[config.mk]
export PLATFORM = sky130hd
export DESIGN_NAME = nf1_cml_reg_master
export DESIGN_NICKNAME = d
export VERILOG_FILES = /design/src/rtl/nf1_cml_reg_master.sv
export SDC_FILE = /design/constraint.sdc
export NUM_CORES = 1
export LEC_CHECK = 0
export CAP_MARGIN = 20
export CORE_AREA = 2 2 125 127
export CTS_CLUSTER_SIZE = 30
export DETAILED_ROUTE_END_ITERATION = 10
export DIE_AREA = 0 0 127 129
export GPL_ROUTABILITY_DRIVEN = 1
export PLACE_DENSITY = 0.92
export SYNTH_ARGS = -nofsm -noshare
export SYNTH_HDL_FRONTEND = slang
export SYNTH_SLANG_ARGS = --single-unit
export TNS_END_PERCENT = 1
[constraint.sdc]
create_clock -name axi_aclk -period 2.3 [get_ports axi_aclk]
set_clock_uncertainty 0.05 [all_clocks]
set_input_delay 0.345 -clock axi_aclk [delete_from_list [all_inputs] [get_ports axi_aclk]]
set_output_delay 0.345 -clock axi_aclk [all_outputs]
set_load 0.02 [all_outputs]
[src/rtl/nf1_cml_reg_master.sv]
// Single-outstanding AXI4-Lite register master: turns one cmd into one AW/W/B or AR/R
// transaction inside the C_BASEADDR window and returns a response with saturating statistics.
module nf1_cml_reg_master #(
  parameter int unsigned                   C_M_AXI_ADDR_WIDTH = 32,
  parameter int unsigned                   C_M_AXI_DATA_WIDTH = 32,
  parameter logic [C_M_AXI_ADDR_WIDTH-1:0] C_BASEADDR         = 32'h77e60000,
  parameter int unsigned                   C_CNT_WIDTH        = 16
) (
  input  logic                          axi_aclk,
  input  logic                          axi_aresetn,

  input  logic                          cmd_valid,
  output logic                          cmd_ready,
  input  logic                          cmd_write,
  input  logic [15:0]                   cmd_offset,
  input  logic [C_M_AXI_DATA_WIDTH-1:0] cmd_wdata,

  output logic                          rsp_valid,
  input  logic                          rsp_ready,
  output logic                          rsp_write,
  output logic [C_M_AXI_DATA_WIDTH-1:0] rsp_rdata,
  output logic [1:0]                    rsp_resp,

  output logic [C_M_AXI_ADDR_WIDTH-1:0] m_axi_awaddr,
  output logic                          m_axi_awvalid,
  input  logic                          m_axi_awready,
  output logic [C_M_AXI_DATA_WIDTH-1:0] m_axi_wdata,
  output logic                          m_axi_wvalid,
  input  logic                          m_axi_wready,
  input  logic [1:0]                    m_axi_bresp,
  input  logic                          m_axi_bvalid,
  output logic                          m_axi_bready,
  output logic [C_M_AXI_ADDR_WIDTH-1:0] m_axi_araddr,
  output logic                          m_axi_arvalid,
  input  logic                          m_axi_arready,
  input  logic [C_M_AXI_DATA_WIDTH-1:0] m_axi_rdata,
  input  logic [1:0]                    m_axi_rresp,
  input  logic                          m_axi_rvalid,
  output logic                          m_axi_rready,

  output logic [C_CNT_WIDTH-1:0]        wr_count,
  output logic [C_CNT_WIDTH-1:0]        rd_count,
  output logic [C_CNT_WIDTH-1:0]        err_count
);

  typedef enum logic [2:0] {
    IDLE,
    WR_REQ,
    WR_RESP,
    RD_REQ,
    RD_RESP,
    DONE
  } state_t;

  state_t                          state;
  logic [C_M_AXI_ADDR_WIDTH-1:0]   addr_q;
  logic [C_M_AXI_DATA_WIDTH-1:0]   wdata_q;
  logic                            write_q;
  logic [C_M_AXI_ADDR_WIDTH-1:0]   cmd_addr;
  logic                            aw_done;
  logic                            w_done;

  // Word-aligned target address; masking keeps the low offset bits out of the address.
  assign cmd_addr = C_BASEADDR | C_M_AXI_ADDR_WIDTH'(cmd_offset & 16'hFFFC);

  // A channel counts as done once its valid has already dropped or it handshakes this cycle.
  assign aw_done = !m_axi_awvalid || m_axi_awready;
  assign w_done  = !m_axi_wvalid  || m_axi_wready;

  assign m_axi_awaddr = addr_q;
  assign m_axi_araddr = addr_q;
  assign m_axi_wdata  = wdata_q;

  function automatic logic [C_CNT_WIDTH-1:0] sat_inc(input logic [C_CNT_WIDTH-1:0] v);
    return (v == '1) ? v : v + C_CNT_WIDTH'(1);
  endfunction

  always_ff @(posedge axi_aclk or negedge axi_aresetn) begin
    if (!axi_aresetn) begin
      state         <= IDLE;
      cmd_ready     <= 1'b0;
      addr_q        <= '0;
      wdata_q       <= '0;
      write_q       <= 1'b0;
      m_axi_awvalid <= 1'b0;
      m_axi_wvalid  <= 1'b0;
      m_axi_bready  <= 1'b0;
      m_axi_arvalid <= 1'b0;
      m_axi_rready  <= 1'b0;
      rsp_valid     <= 1'b0;
      rsp_write     <= 1'b0;
      rsp_rdata     <= '0;
      rsp_resp      <= '0;
      wr_count      <= '0;
      rd_count      <= '0;
      err_count     <= '0;
    end else begin
      case (state)
        IDLE: begin
          if (cmd_valid && cmd_ready) begin
            cmd_ready <= 1'b0;
            addr_q    <= cmd_addr;
            wdata_q   <= cmd_wdata;
            write_q   <= cmd_write;
            if (cmd_write) begin
              m_axi_awvalid <= 1'b1;
              m_axi_wvalid  <= 1'b1;
              state         <= WR_REQ;
            end else begin
              m_axi_arvalid <= 1'b1;
              state         <= RD_REQ;
            end
          end else begin
            cmd_ready <= 1'b1;
          end
        end

        WR_REQ: begin
          if (m_axi_awvalid && m_axi_awready) m_axi_awvalid <= 1'b0;
          if (m_axi_wvalid && m_axi_wready)   m_axi_wvalid  <= 1'b0;
          if (aw_done && w_done) begin
            m_axi_bready <= 1'b1;
            state        <= WR_RESP;
          end
        end

        WR_RESP: begin
          if (m_axi_bvalid) begin
            m_axi_bready <= 1'b0;
            rsp_valid    <= 1'b1;
            rsp_write    <= write_q;
            rsp_rdata    <= '0;
            rsp_resp     <= m_axi_bresp;
            wr_count     <= sat_inc(wr_count);
            if (m_axi_bresp != 2'b00) err_count <= sat_inc(err_count);
            state        <= DONE;
          end
        end

        RD_REQ: begin
          if (m_axi_arready) begin
            m_axi_arvalid <= 1'b0;
            m_axi_rready  <= 1'b1;
            state         <= RD_RESP;
          end
        end

        RD_RESP: begin
          if (m_axi_rvalid) begin
            m_axi_rready <= 1'b0;
            rsp_valid    <= 1'b1;
            rsp_write    <= write_q;
            rsp_rdata    <= m_axi_rdata;
            rsp_resp     <= m_axi_rresp;
            rd_count     <= sat_inc(rd_count);
            if (m_axi_rresp != 2'b00) err_count <= sat_inc(err_count);
            state        <= DONE;
          end
        end

        DONE: begin
          if (rsp_ready) begin
            rsp_valid <= 1'b0;
            cmd_ready <= 1'b1;
            state     <= IDLE;
          end
        end

        default: begin
          state <= IDLE;
        end
      endcase
    end
  end

endmodule

==> out/metrics.yaml, run 1 <==
route:
  final_antenna_net_count: 0
  route.detailed.wl_per_inst_um: 16.16
  detail_route.first_pass.iterations: 4
  detail_route.drc_violations: 0
  route.vias.total: 5071
  finalWirelength_um: 16560
  drt_iter0_markers: 223
  via_per_inst: 4.947
synth:
  mean_instance_size_in_the_synthesized_netlist_um2: 10.97
  yosys_register_bits: 141
  ys_dominant_reg_cell: "dfrtp_1"
  yosysWarnings: 0
  synth_sequential_area_ratio: 0.5515
  synthesis.instances: 583
  count_of_flip_flops_with_a_built_in_enable_after_synthesis: 0
  synth-async-reset-ratio: 1.000
  syn_area_um2: 6397
  post_synth_num_cell_types: 42
die:
  die_x_extent_um: 127
  initial_core_util: 0.4272
  coreArea_um2: 14980
  die_h_um: 129
  io_pins: 280
  row_count: 45
  design.die.area_um2: 16380
pwr:
  seqPwrFrac: 0.328
  p_per_area_nw_per_um2: 1284
  leakagePower_nw: 4.021
  cellInternalPower_w: 0.007904
  power_switching_share: 0.3609
  power.switching_w: 0.004464
  clockPowerShare: 0.227
  irDropWorstVdd_mv: 0.6096
  combinational_power_share: 0.445
global_routing:
  grt_start_max_net_pins: 64
  vias_in_the_first_global_route: 4889
  grt_overflow: 0
  number_of_antenna_violations_at_the_first_check_in_global_routing: 0
  grt_first_pass_wirelength_um: 25430
  track_usage: 0.1979
timing:
  finalMaxSlewViolations: 0
  hold_viol: 0
  achievable-frequency_mhz: 479.1
  slew_headroom: 0.6559
  holdWs_ns: 0.3380
  timing.final.crit_share: 0.9075
  setup_repair_after_global_routing_missed_its_margin: "false"
  finalWorstPathRequiredPeriod_ns: 2.087
  max_slew.worst_pin.slew_ns: 0.5115
  setup_violations: 0
  setup_tns_ns: 0
clock_tree:
  ctsHtreeMaxLevel: 4
  cts_tree: "built"
  cts.root.buffer_cell: "clkbuf_16"
  insertion_delay_ns: 0.41
  clock-sinks: 141
  cts_made_buffers: 17
  clk_pin_slew_worst_paths_ns: 0.06
  number_of_buffers_added_for_setup_after_cts: 0
  cts_max_path_buffers: 2
final_layout:
  fillCellCount: 1143
  final_design_area_no_fill_um2: 9632
  insertedDiodeCount: 0
  layout.nets: 921
  area.growth.synth_to_final_pct: 50.56
  commonest_non_fill_non_tap_cell_in_the_layout: "clkdlybuf4s50_1"
  mostFrequentLayoutCells: "262 x clkdlybuf4s50_1, 140 x dfrtp_1, 99 x nand2_1"
  utilization: 0.6431
  drive_above_1_share: 0.1350
worst_setup_path:
  timing_worst_setup_path_type: "flop to output pin"
  critical_path.startpoint_type: "flop"
  worstSetupEndpointType: "output pin"
  cp_slowest_cell: "clkdlybuf4s50_1"
  critical_path.max_fanout: 23
  category_of_cells_accounting_for_the_largest_share_of_critical_path_delay: "buffers and inverters"
  worstReg2RegStart: "state[0]"
  crit_chain: "clkdlybuf4s50_1"
  critPathMaxStageDelay_ns: 0.70
  worst-r2r-cell-count: 4
  crit_arrival_ns: 1.69
  timing.reg2reg.setup_slack_ns: 0.30
  worstPathBufferInverterCount: 1
  required_ns: 1.90
  r2r-end: "rsp_rdata[10]"
  path_depth: 1
  cp-startpoint: "m_axi_araddr[17]"
place:
  post-dp-hpwl_um: 12210
  globalplace.congestion: 0.8441
  place.port_buffers: 263
  post_dp_cell_area_um2: 9010
job:
  drv_cap: 0
min_path:
  worst_hold_path_type: "input pin to async pin"
status:
  status: "complete, no violations"
synthesized netlist by cell type, drive strengths merged, types with 3 or more instances:
cell,count,area [um2]
dfrtp,141,3528
nand2,100,377.9
buf,60,434.2
mux2,54,608.1
o21ai,44,220.2
xnor2,28,245.2
nand3,22,110.1
nor2,20,77.58
nand4,17,106.4
a21oi,10,50.05
and3,10,62.56
clkbuf,9,33.78
nor3,9,67.56
xor2,9,78.83
inv,7,26.28
nor4,7,56.30
o211ai,5,37.54
nor2b,4,25.02
and4,3,26.28
ha,3,37.54
mux2i,3,30.03
per-layer routing:
metal,vias to the layer above,GRT usage,wire [um]
met5,-,0,0
met4,0,0.06335,236
met3,19,0.06195,1135
met2,192,0.3479,8576
met1,2439,0.2323,6614
li1,2421,-,-
cells by family (layout without fill, tap and decap cells):
family / after synthesis / in the layout / share of synthesized area
simple gates: 202 / 202 / 0.1557
flops: 141 / 141 / 0.5515
buf+inv: 76 / 317 / 0.07725
compound gates: 66 / 66 / 0.05868
mux: 57 / 57 / 0.09975
xor+xnor: 37 / 37 / 0.05066
fa+ha+maj: 3 / 3 / 0.005868
other cells: 1 / 14 / 0.0005862
power by group through the flow:
stage,Clock [W],Combinational [W],Sequential [W]
floorplan,0,0.00200,0.00503
global placement,0,0.00543,0.00404
detailed placement,0,0.00554,0.00410
CTS,0.00285,0.00556,0.00406
global route,0.00298,0.00587,0.00417
finish,0.00281,0.00550,0.00406
timing repair:
action / 4_1_cts / 5_1_grt
hold buffers: 1 / 0
resized for setup: 1 / 0
endpoints found under the hold margin: 32 / 0
setup endpoints to repair: 22 / 0
registers in the layout, indices dropped and copies added, names as in the netlist, 2 cells and up:
signal / cells
rsp_rdata: 32
m_axi_wdata: 32
err_count: 16
rd_count: 16
state: 3
wr_count: 16
rsp_resp: 2
m_axi_araddr: 15
worst max path at each step:
stage / end
after floorplan: rd_count[1]
after global placement: rsp_rdata[24]
after detailed placement: rsp_rdata[10]
after CTS: m_axi_araddr[23]
after global routing: rsp_rdata[13]
final: m_axi_araddr[23]
per-stage QoR:
stage,cells,total power (W),setup slack (ns)
after CTS,1025,0.01248,0.1775
after floorplan,596,0.007036,0.3441
final,1025,0.01237,0.2127
after detailed placement,992,0.009636,0.08923
after global routing,1025,0.01302,0.1037
after global placement,992,0.009465,0.1420
cell type report:
| cell class | instances | area (um2) | share of cell area |
|---|---|---|---|
| Inverter | 7 | 26.28 | 0.002728 |
| Multi-Input combinational cell | 379 | 2444 | 0.2537 |
| Sequential cell | 141 | 3530 | 0.3665 |
| Tap cell | 188 | 235.2 | 0.02442 |
| Clock buffer | 21 | 470.5 | 0.04884 |
| Timing Repair Buffer | 278 | 2786 | 0.2893 |
| Clock inverter | 11 | 140.1 | 0.01455 |
(Power assumes the default switching activity.)
==> inputs of run 2 (changes only) <==
CORE_AREA = 2 2 133 135   (was 2 2 125 127)
DIE_AREA = 0 0 135 137   (was 0 0 127 129)
PLACE_DENSITY = 0.87   (was 0.92)
clock period = 1.9 ns   (was 2.3 ns; I/O delays follow)
==> out/metrics.yaml, run 2 (synthesis gave the netlist of run 1 again) <==
status:
  status: "complete, no violations"  # unchanged
die:
  design.die.area_um2: 18500  # was 16,380 um2
  die_x_extent_um: 135  # was 127 um
  coreArea_um2: 17060  # was 14,980 um2
  row_count: 48  # was 45
  io_pins: 280  # unchanged
  initial_core_util: 0.3751  # was 0.4272
  die_h_um: 137  # was 129 um
global_routing:
  grt_start_max_net_pins: 69  # was 64
  vias_in_the_first_global_route: 5249  # was 4,889
  grt_first_pass_wirelength_um: 26800  # was 25,430 um
  number_of_antenna_violations_at_the_first_check_in_global_routing: 0  # unchanged
  track_usage: 0.1830  # was 0.1979
  grt_overflow: 0  # unchanged
worst_setup_path:
  crit_chain: "clkdlybuf4s50_1"  # unchanged
  critical_path.startpoint_type: "flop"  # unchanged
  path_depth: 1  # unchanged
  worstSetupEndpointType: "output pin"  # unchanged
  critPathMaxStageDelay_ns: 0.66  # was 0.70 ns
  critical_path.max_fanout: 6  # was 23
  worstPathBufferInverterCount: 1  # unchanged
  cp_slowest_cell: "clkdlybuf4s50_1"  # unchanged
  required_ns: 1.56  # was 1.90 ns
  r2r-end: "m_axi_wdata[0]"  # was rsp_rdata[10]
  worst-r2r-cell-count: 5  # was 4
  category_of_cells_accounting_for_the_largest_share_of_critical_path_delay: "buffers and inverters"  # unchanged
  worstReg2RegStart: "state[1]"  # was state[0]
  crit_arrival_ns: 1.53  # was 1.69 ns
  timing.reg2reg.setup_slack_ns: 0.04  # was 0.30 ns
  timing_worst_setup_path_type: "flop to output pin"  # unchanged
timing:
  timing.final.crit_share: 0.9819
  finalMaxSlewViolations: 0  # unchanged
  achievable-frequency_mhz: 536.0
  finalWorstPathRequiredPeriod_ns: 1.866
  hold_viol: 0  # unchanged
  setup_violations: 0  # unchanged
pwr:
  leakagePower_nw: 4.197  # was 4.021 nW
  p_per_area_nw_per_um2: 1534  # was 1284 nW/um2
  irDropWorstVdd_mv: 0.8414  # was 0.6096 mV
  report.power.total_w: 0.01526  # was 0.01237 W
place:
  globalplace.congestion: 0.8258  # was 0.8441
  post_dp_cell_area_um2: 9268  # was 9010 um2
  place.port_buffers: 263  # unchanged
  post-dp-hpwl_um: 12680  # was 12,210 um
final_layout:
  area.growth.synth_to_final_pct: 55.54  # was 50.56%
  layout.nets: 949  # was 921
  mostFrequentLayoutCells: "234 x clkdlybuf4s50_1, 137 x dfrtp_1, 99 x nand2_1"  # was 262 x clkdlybuf4s50_1, 140 x dfrtp_1, 99 x nand2_1
  fillCellCount: 1470  # was 1,143
  utilization: 0.5834  # was 0.6431
  final_design_area_no_fill_um2: 9951  # was 9632 um2
  drive_above_1_share: 0.1769  # was 0.1350
  insertedDiodeCount: 0  # unchanged
  commonest_non_fill_non_tap_cell_in_the_layout: "clkdlybuf4s50_1"  # unchanged
clock_tree:
  cts.root.buffer_cell: "clkbuf_16"  # unchanged
  cts_tree: "built"  # unchanged
  clk_pin_slew_worst_paths_ns: 0.06  # about the same
  insertion_delay_ns: 0.41  # about the same
  clock-sinks: 141  # unchanged
  cts_max_path_buffers: 2  # unchanged
  cts_made_buffers: 17  # unchanged
  ctsHtreeMaxLevel: 4  # unchanged
route:
  detail_route.first_pass.iterations: 5  # was 4
  via_per_inst: 4.799  # was 4.947
  route.vias.total: 5231  # was 5,071
  finalWirelength_um: 17390  # was 16,560 um
  route.detailed.wl_per_inst_um: 15.95  # was 16.16 um
  detail_route.drc_violations: 0  # unchanged
  drt_iter0_markers: 198  # was 223
  final_antenna_net_count: 0  # unchanged
min_path:
  worst_hold_path_type: "input pin to async pin"  # unchanged
job:
  drv_cap: 0  # unchanged
run 2: area by class of cell:
| cell class | instances | area, um2 | share of cell area |
|---|---|---|---|
| sequential | 141 | 3536 | 0.3553 |
| multi-input combinational | 379 | 2482 | 0.2495 |
| inverter | 7 | 26.28 | 0.002641 |
| timing repair buffer | 306 | 3009 | 0.3024 |
| clock inverter | 13 | 162.7 | 0.01635 |
| tap | 225 | 281.5 | 0.02829 |
| clock buffer | 19 | 452.9 | 0.04552 |
run 2: what timing repair did:
item                                    4_1_cts  5_1_grt
setup buffers                                 0        1
gates resized for setup                      25       17
cloned                                        0        1
hold buffers                                  1        0
pin swaps                                     0        2
hold endpoints to repair                     37        0
endpoints found under the setup margin       23       61
run 2: layer usage:
layer	wire, um	GRT usage	up-vias
met5	0	0	-
met4	348	0.05093	0
met3	1432	0.06778	20
met2	9044	0.3243	200
met1	6562	0.2076	2522
li1	-	-	2489
run 2: worst max path at each step:
stage                               end  slack, ns          start
after global routing        wr_count[1]      -0.02    wr_count[7]
after CTS                   wr_count[7]      0.009    wr_count[7]
final                     err_count[13]       0.03  err_count[13]
after global placement    err_count[15]       -0.1   m_axi_rvalid
after detailed placement   wr_count[14]      -0.12   m_axi_bvalid
after floorplan             rd_count[1]       0.01    rd_count[0]
run 2: stage by stage:
step                      setup WS [ns]  cells  hold slack [ns]  TNS, ns
after floorplan                 0.01471    596         -0.06059        0
after detailed placement        -0.1229   1055           0.1847   -1.739
after CTS                      0.009134   1088           0.3100        0
after global placement         -0.09748   1055           0.1800  -0.9109
after global routing           -0.02317   1090           0.3365  -0.1040
final                           0.03435   1090           0.3134        0
run 2: power breakdown:
part / internal, W / switching (W)
clock: 0.00214 / 0.00130
combinational: 0.00349 / 0.00348
sequential: 0.00410 / 0.000761
total: 0.00973 / 0.00553
